--- src/rtl/regfile_pkg.sv ---
// Shared defaults and clear-sequencer state type for the multi-port register file.
package regfile_pkg;

  localparam int unsigned DTYPE_DEF    = 16;
  localparam int unsigned NREGS_DEF    = 8;
  localparam int unsigned ADDR_LEN_DEF = 3;
  localparam int unsigned NREAD_DEF    = 2;

  typedef enum logic [0:0] {
    IDLE  = 1'b0,
    CLEAR = 1'b1
  } clr_state_e;

endpackage

--- src/rtl/regfile_clear_seq.sv ---
// Clear sequencer: walks every register address once, issuing zero-writes,
// and reports ready while no sweep is in progress.
module regfile_clear_seq
  import regfile_pkg::*;
#(
  parameter int unsigned nregs    = NREGS_DEF,
  parameter int unsigned addr_len = ADDR_LEN_DEF
) (
  input  logic                clk_i,
  input  logic                rst_ni,
  input  logic                clk_en_i,
  input  logic                clear_i,
  output logic                ready_o,
  output logic                clr_we_c,
  output logic [addr_len-1:0] clr_addr_o
);

  localparam logic [addr_len-1:0] LastAddr = addr_len'(nregs - 1);

  clr_state_e          state_q, state_d;
  logic [addr_len-1:0] cnt_q, cnt_d;
  logic                ready_q, ready_d;

  // Reset lands in CLEAR so storage is swept after every reset release.
  always_ff @(posedge clk_i or negedge rst_ni) begin
    if (!rst_ni) begin
      state_q <= CLEAR;
      cnt_q   <= '0;
      ready_q <= 1'b0;
    end else begin
      state_q <= state_d;
      cnt_q   <= cnt_d;
      ready_q <= ready_d;
    end
  end

  always_comb begin
    state_d  = state_q;
    cnt_d    = cnt_q;
    clr_we_c = 1'b0;
    if (clk_en_i) begin
      unique case (state_q)
        IDLE: begin
          if (clear_i) begin
            state_d = CLEAR;
            cnt_d   = '0;
          end
        end
        CLEAR: begin
          // Counter wraps to 0 naturally on the last entry.
          clr_we_c = 1'b1;
          cnt_d    = cnt_q + addr_len'(1);
          if (cnt_q == LastAddr) begin
            state_d = IDLE;
          end
        end
      endcase
    end
    ready_d = (state_d == IDLE);
  end

  assign ready_o    = ready_q;
  assign clr_addr_o = cnt_q;

endmodule

--- src/rtl/regfile_mp.sv ---
// Multi-read-port register file with a self-clearing sequencer.
// Define REGFILE_BYPASS_EN to forward accepted write data to matching read ports.
module regfile_mp
  import regfile_pkg::*;
#(
  parameter int unsigned dtype    = DTYPE_DEF,
  parameter int unsigned nregs    = NREGS_DEF,
  parameter int unsigned addr_len = ADDR_LEN_DEF,
  parameter int unsigned nread    = NREAD_DEF
) (
  input  logic                      clock,
  input  logic                      reset,
  input  logic                      clk_en,
  input  logic                      clear,
  output logic                      ready,
  input  logic                      wr_en,
  input  logic [addr_len-1:0]       wr_addr,
  input  logic [dtype-1:0]          wr_data,
  input  logic [nread*addr_len-1:0] rd_addr,
  output logic [nread*dtype-1:0]    rd_data
);

  logic [dtype-1:0]    mem_q [nregs];
  logic                clr_we;
  logic [addr_len-1:0] clr_addr;
  logic                wr_accept;

  regfile_clear_seq #(
    .nregs    (nregs),
    .addr_len (addr_len)
  ) u_clear_seq (
    .clk_i      (clock),
    .rst_ni     (reset),
    .clk_en_i   (clk_en),
    .clear_i    (clear),
    .ready_o    (ready),
    .clr_we_c   (clr_we),
    .clr_addr_o (clr_addr)
  );

  assign wr_accept = clk_en & wr_en & ready;

  // Storage has no reset; the sequencer zeroes it after every reset release.
  always_ff @(posedge clock) begin
    if (clr_we) begin
      mem_q[clr_addr] <= '0;
    end else if (wr_accept) begin
      mem_q[wr_addr] <= wr_data;
    end
  end

  always_comb begin
    rd_data = '0;
    for (int unsigned k = 0; k < nread; k++) begin
`ifdef REGFILE_BYPASS_EN
      if (wr_accept && (rd_addr[k*addr_len +: addr_len] == wr_addr)) begin
        rd_data[k*dtype +: dtype] = wr_data;
      end else begin
        rd_data[k*dtype +: dtype] = mem_q[rd_addr[k*addr_len +: addr_len]];
      end
`else
      rd_data[k*dtype +: dtype] = mem_q[rd_addr[k*addr_len +: addr_len]];
`endif
    end
  end

endmodule

--- config.mk ---
export PLATFORM = sky130hd
export DESIGN_NAME = regfile_mp
export DESIGN_NICKNAME = d
export VERILOG_FILES = /design/src/rtl/regfile_pkg.sv /design/src/rtl/regfile_clear_seq.sv /design/src/rtl/regfile_mp.sv
export SDC_FILE = /design/constraint.sdc
export NUM_CORES = 1
export LEC_CHECK = 0
export BUFFER_PORTS_ARGS = -buffer_cell sky130_fd_sc_hd__buf_4
export CELL_PAD_IN_SITES_DETAIL_PLACEMENT = 2
export CELL_PAD_IN_SITES_GLOBAL_PLACEMENT = 2
export CORE_MARGIN = 2
export CORE_UTILIZATION = 50
export CTS_CLUSTER_DIAMETER = 200
export DETAILED_ROUTE_END_ITERATION = 8
export PLACE_DENSITY = 0.83
export SYNTH_ARGS = -nofsm -noshare
export SYNTH_HDL_FRONTEND = slang
export SYNTH_SLANG_ARGS = --single-unit
--- constraint.sdc ---
create_clock -name clock -period 3.85 [get_ports clock]
set_input_delay 0.9625 -clock clock [delete_from_list [all_inputs] [get_ports clock]]
set_output_delay 0.9625 -clock clock [all_outputs]
set_load 0.05 [all_outputs]
==> qor.yml <==
pwr:
  p_total_mw: 4.69
  powerDensity_nw_per_um2: 602
  vdd_drop_max_mv: 0.437
  leakagePower_nw: 2.70
global_route:
  grt_max_degree: 33
  grt_pass1_vias: 3980
  antenna_found_initial: 0
  overflow: 0
  grt_pass1_wl_mm: 26.9
  grt_usage: 0.276
clock_network:
  postCtsHoldBufs: 0
  cts_setup_buffers: 0
  clk_latency_ns: 0.43
  htreeDepth: 4
  cts_tree: "built"
  cts_num_sinks: 133
  clock_path_buffers: 2
  clk_pin_slew_ns: 0.05
  cts_resized: 0
  cts_inserted_buffers: 17
  cts_root_buf: "clkbuf_16"
floorplan:
  io_pins: 63
  dieArea_um2: 13900
  core_area_um2: 12600
  die_y_um: 118
  num_rows: 41
  start_util: 0.513
  die_x_um: 118
detailed_routing:
  wire_per_inst_um: 32.6
  drcViolationCount: 0
  finalWirelength_mm: 18.3
  ant_nets: 0
  firstDrtPassIters: 4
  vias: 3631
  viasPerCell: 6.45
  drt_iter0_drc: 228
sta:
  fin_tns_setup_ns: 0
  slew_headroom: 0.501
  finalSetupViolations: 0
  finalMaxSlewViolations: 0
  worstMarginPinSlew_ns: 0.745
  worst_slack_ns: 0.310
  fin_skew_ns: 0.00919
  finalHoldViolCount: 0
  holdWs_ns: 0.329
  timing.final.crit_period_ns: 3.54
  fin_crit_sh: 0.919
  fmax_mhz: 283
  grt_setup_unrepaired: "false"
yosys:
  synthArstFlopShare: 0.0376
  seq_area_frac_synth: 0.613
  yosysUniqueCellTypes: 24
  netlist_top_cells_area: "edfxtp_1 59%, mux4_1 23%, mux2_2 5.7%, mux4_2 2.8%, and2_1 1.6%"
  yosys-top-cells-count: "128 x edfxtp_1, 56 x mux4_1, 33 x mux2_2"
  netlist.area_leader.share: 0.594
  ys_ff_latch: 133
  syn_avg_cell_area_um2: 21.2
  synth.most_common_cell: "edfxtp_1"
  syn_area_um2: 6470
  yosys_warnings: 0
  synth_edf_count: 128
  synth_cells: 305
  ys.flop_type: "edfxtp_1"
  syn_nets: 337
  yosysTopAreaCell: "edfxtp_1"
placed_design:
  dpl.hpwl_mm: 11.1
  place_congestion: 0.735
  post-place-cells: 531
  io_buffers: 62
  preCtsSetupSlack_ns: 0.319
critical_path:
  worstSetupStartpoint: "rd_addr[0]"
  startpoint_type: "input pin"
  rr_startpoint: "u_clear_seq.state_q"
  cp_max_fo: 24
  crit_type: "in2out"
  crit_path_end_kind: "output pin"
  crit_arrival_ns: 2.58
  critPathRequiredTime_ns: 2.89
min_path:
  hold_path.class: "in2async"
layout:
  area_growth_pct: 20.5
  layout.cells.non_filler: 563
  n_fill_cell: 1003
  drive_gt1_frac: 0.376
  antenna-diode-count: 0
  layout.nets: 410
run_status:
  status: "complete, no violations"
flow_run:
  max_cap_violations: 0
worst max-delay path: stages:
cell,delay (ns)
buf_4,0.20
buf_12,0.25
mux4_1,0.64
mux2_2,0.31
buf_4,0.19
kinds of logic (layout without fill, tap and decap cells):
kind of cell | after synthesis | count (layout) | share of synthesized area
and+or+nand+nor | 39 | 39 | 0.0340
buffers and inverters | 23 | 109 | 0.0234
adders and majority gates | 2 | 2 | 0.00387
muxes | 100 | 100 | 0.317
DFF | 133 | 133 | 0.613
AOI/OAI and AO/OA | 8 | 8 | 0.00793
layer usage:
| metal | wire, µm | GRT usage |
|---|---|---|
| met2 | 9820 | 0.483 |
| met4 | 422 | 0.107 |
| met5 | 0 | 0 |
| met1 | 7290 | 0.332 |
| met3 | 801 | 0.0635 |
path summary, 6_finish.rpt:
path	to	slack (ns)	cells past startpoint
setup / recovery	rd_data[10]	0.31	5
hold / removal	u_clear_seq.clr_addr_o[0]	0.33	1
setup reg to reg	mem_q[5][13]	1.19	5
hold reg to reg	u_clear_seq.clr_addr_o[0]	0.58	1
max in group asynchronous	u_clear_seq.state_q	3.33	1
min in group clock	u_clear_seq.clr_addr_o[0]	0.58	1
state kept, by name, summed over array words and instances, names as in the netlist:
name and count:
u_clear_seq.state_q 1, u_clear_seq.ready_o 1, mem_q 128, u_clear_seq.clr_addr_o 3
power by group:
group | switching [mW] | internal (mW) | leakage (nW)
Clock | 0.627 | 1.08 | 0.303
Sequential | 0.146 | 1.82 | 1.18
Combinational | 0.606 | 0.416 | 1.22
cells in the final DEF (no fill, tap or decap), drive strengths merged:
cell type    n
buf         76
a21oi        1
inv          2
nor2b        5
nand2        4
nor2        10
clkbuf      18
bufinv       4
clkinv       9
a32o         2
mux4        64
o21ai        4
and4b        2
and2        17
nor4bb       1
edfxtp     128
dfstp        1
mux2i        3
mux2        33
a31oi        1
ha           2
dfrtp        4
cell type report:
cell class / instances / area (µm²) / area share
Tap cell: 172 / 215 / 0.0276
Inverter: 1 / 3.75 / 0.000481
Clock inverter: 14 / 183 / 0.0234
Clock buffer: 18 / 429 / 0.0550
Multi-Input combinational cell: 149 / 2350 / 0.301
Sequential cell: 133 / 3970 / 0.509
Timing Repair Buffer: 76 / 646 / 0.0828
stage by stage:
stage | utilization | area, µm²
floorplan | - | 6470
global placement | 0.569 | 7180
detailed placement | 0.569 | 7180
CTS | 0.618 | 7800
global route | 0.618 | 7800
finish | 0.618 | 7800
(Power assumes the default switching activity.)
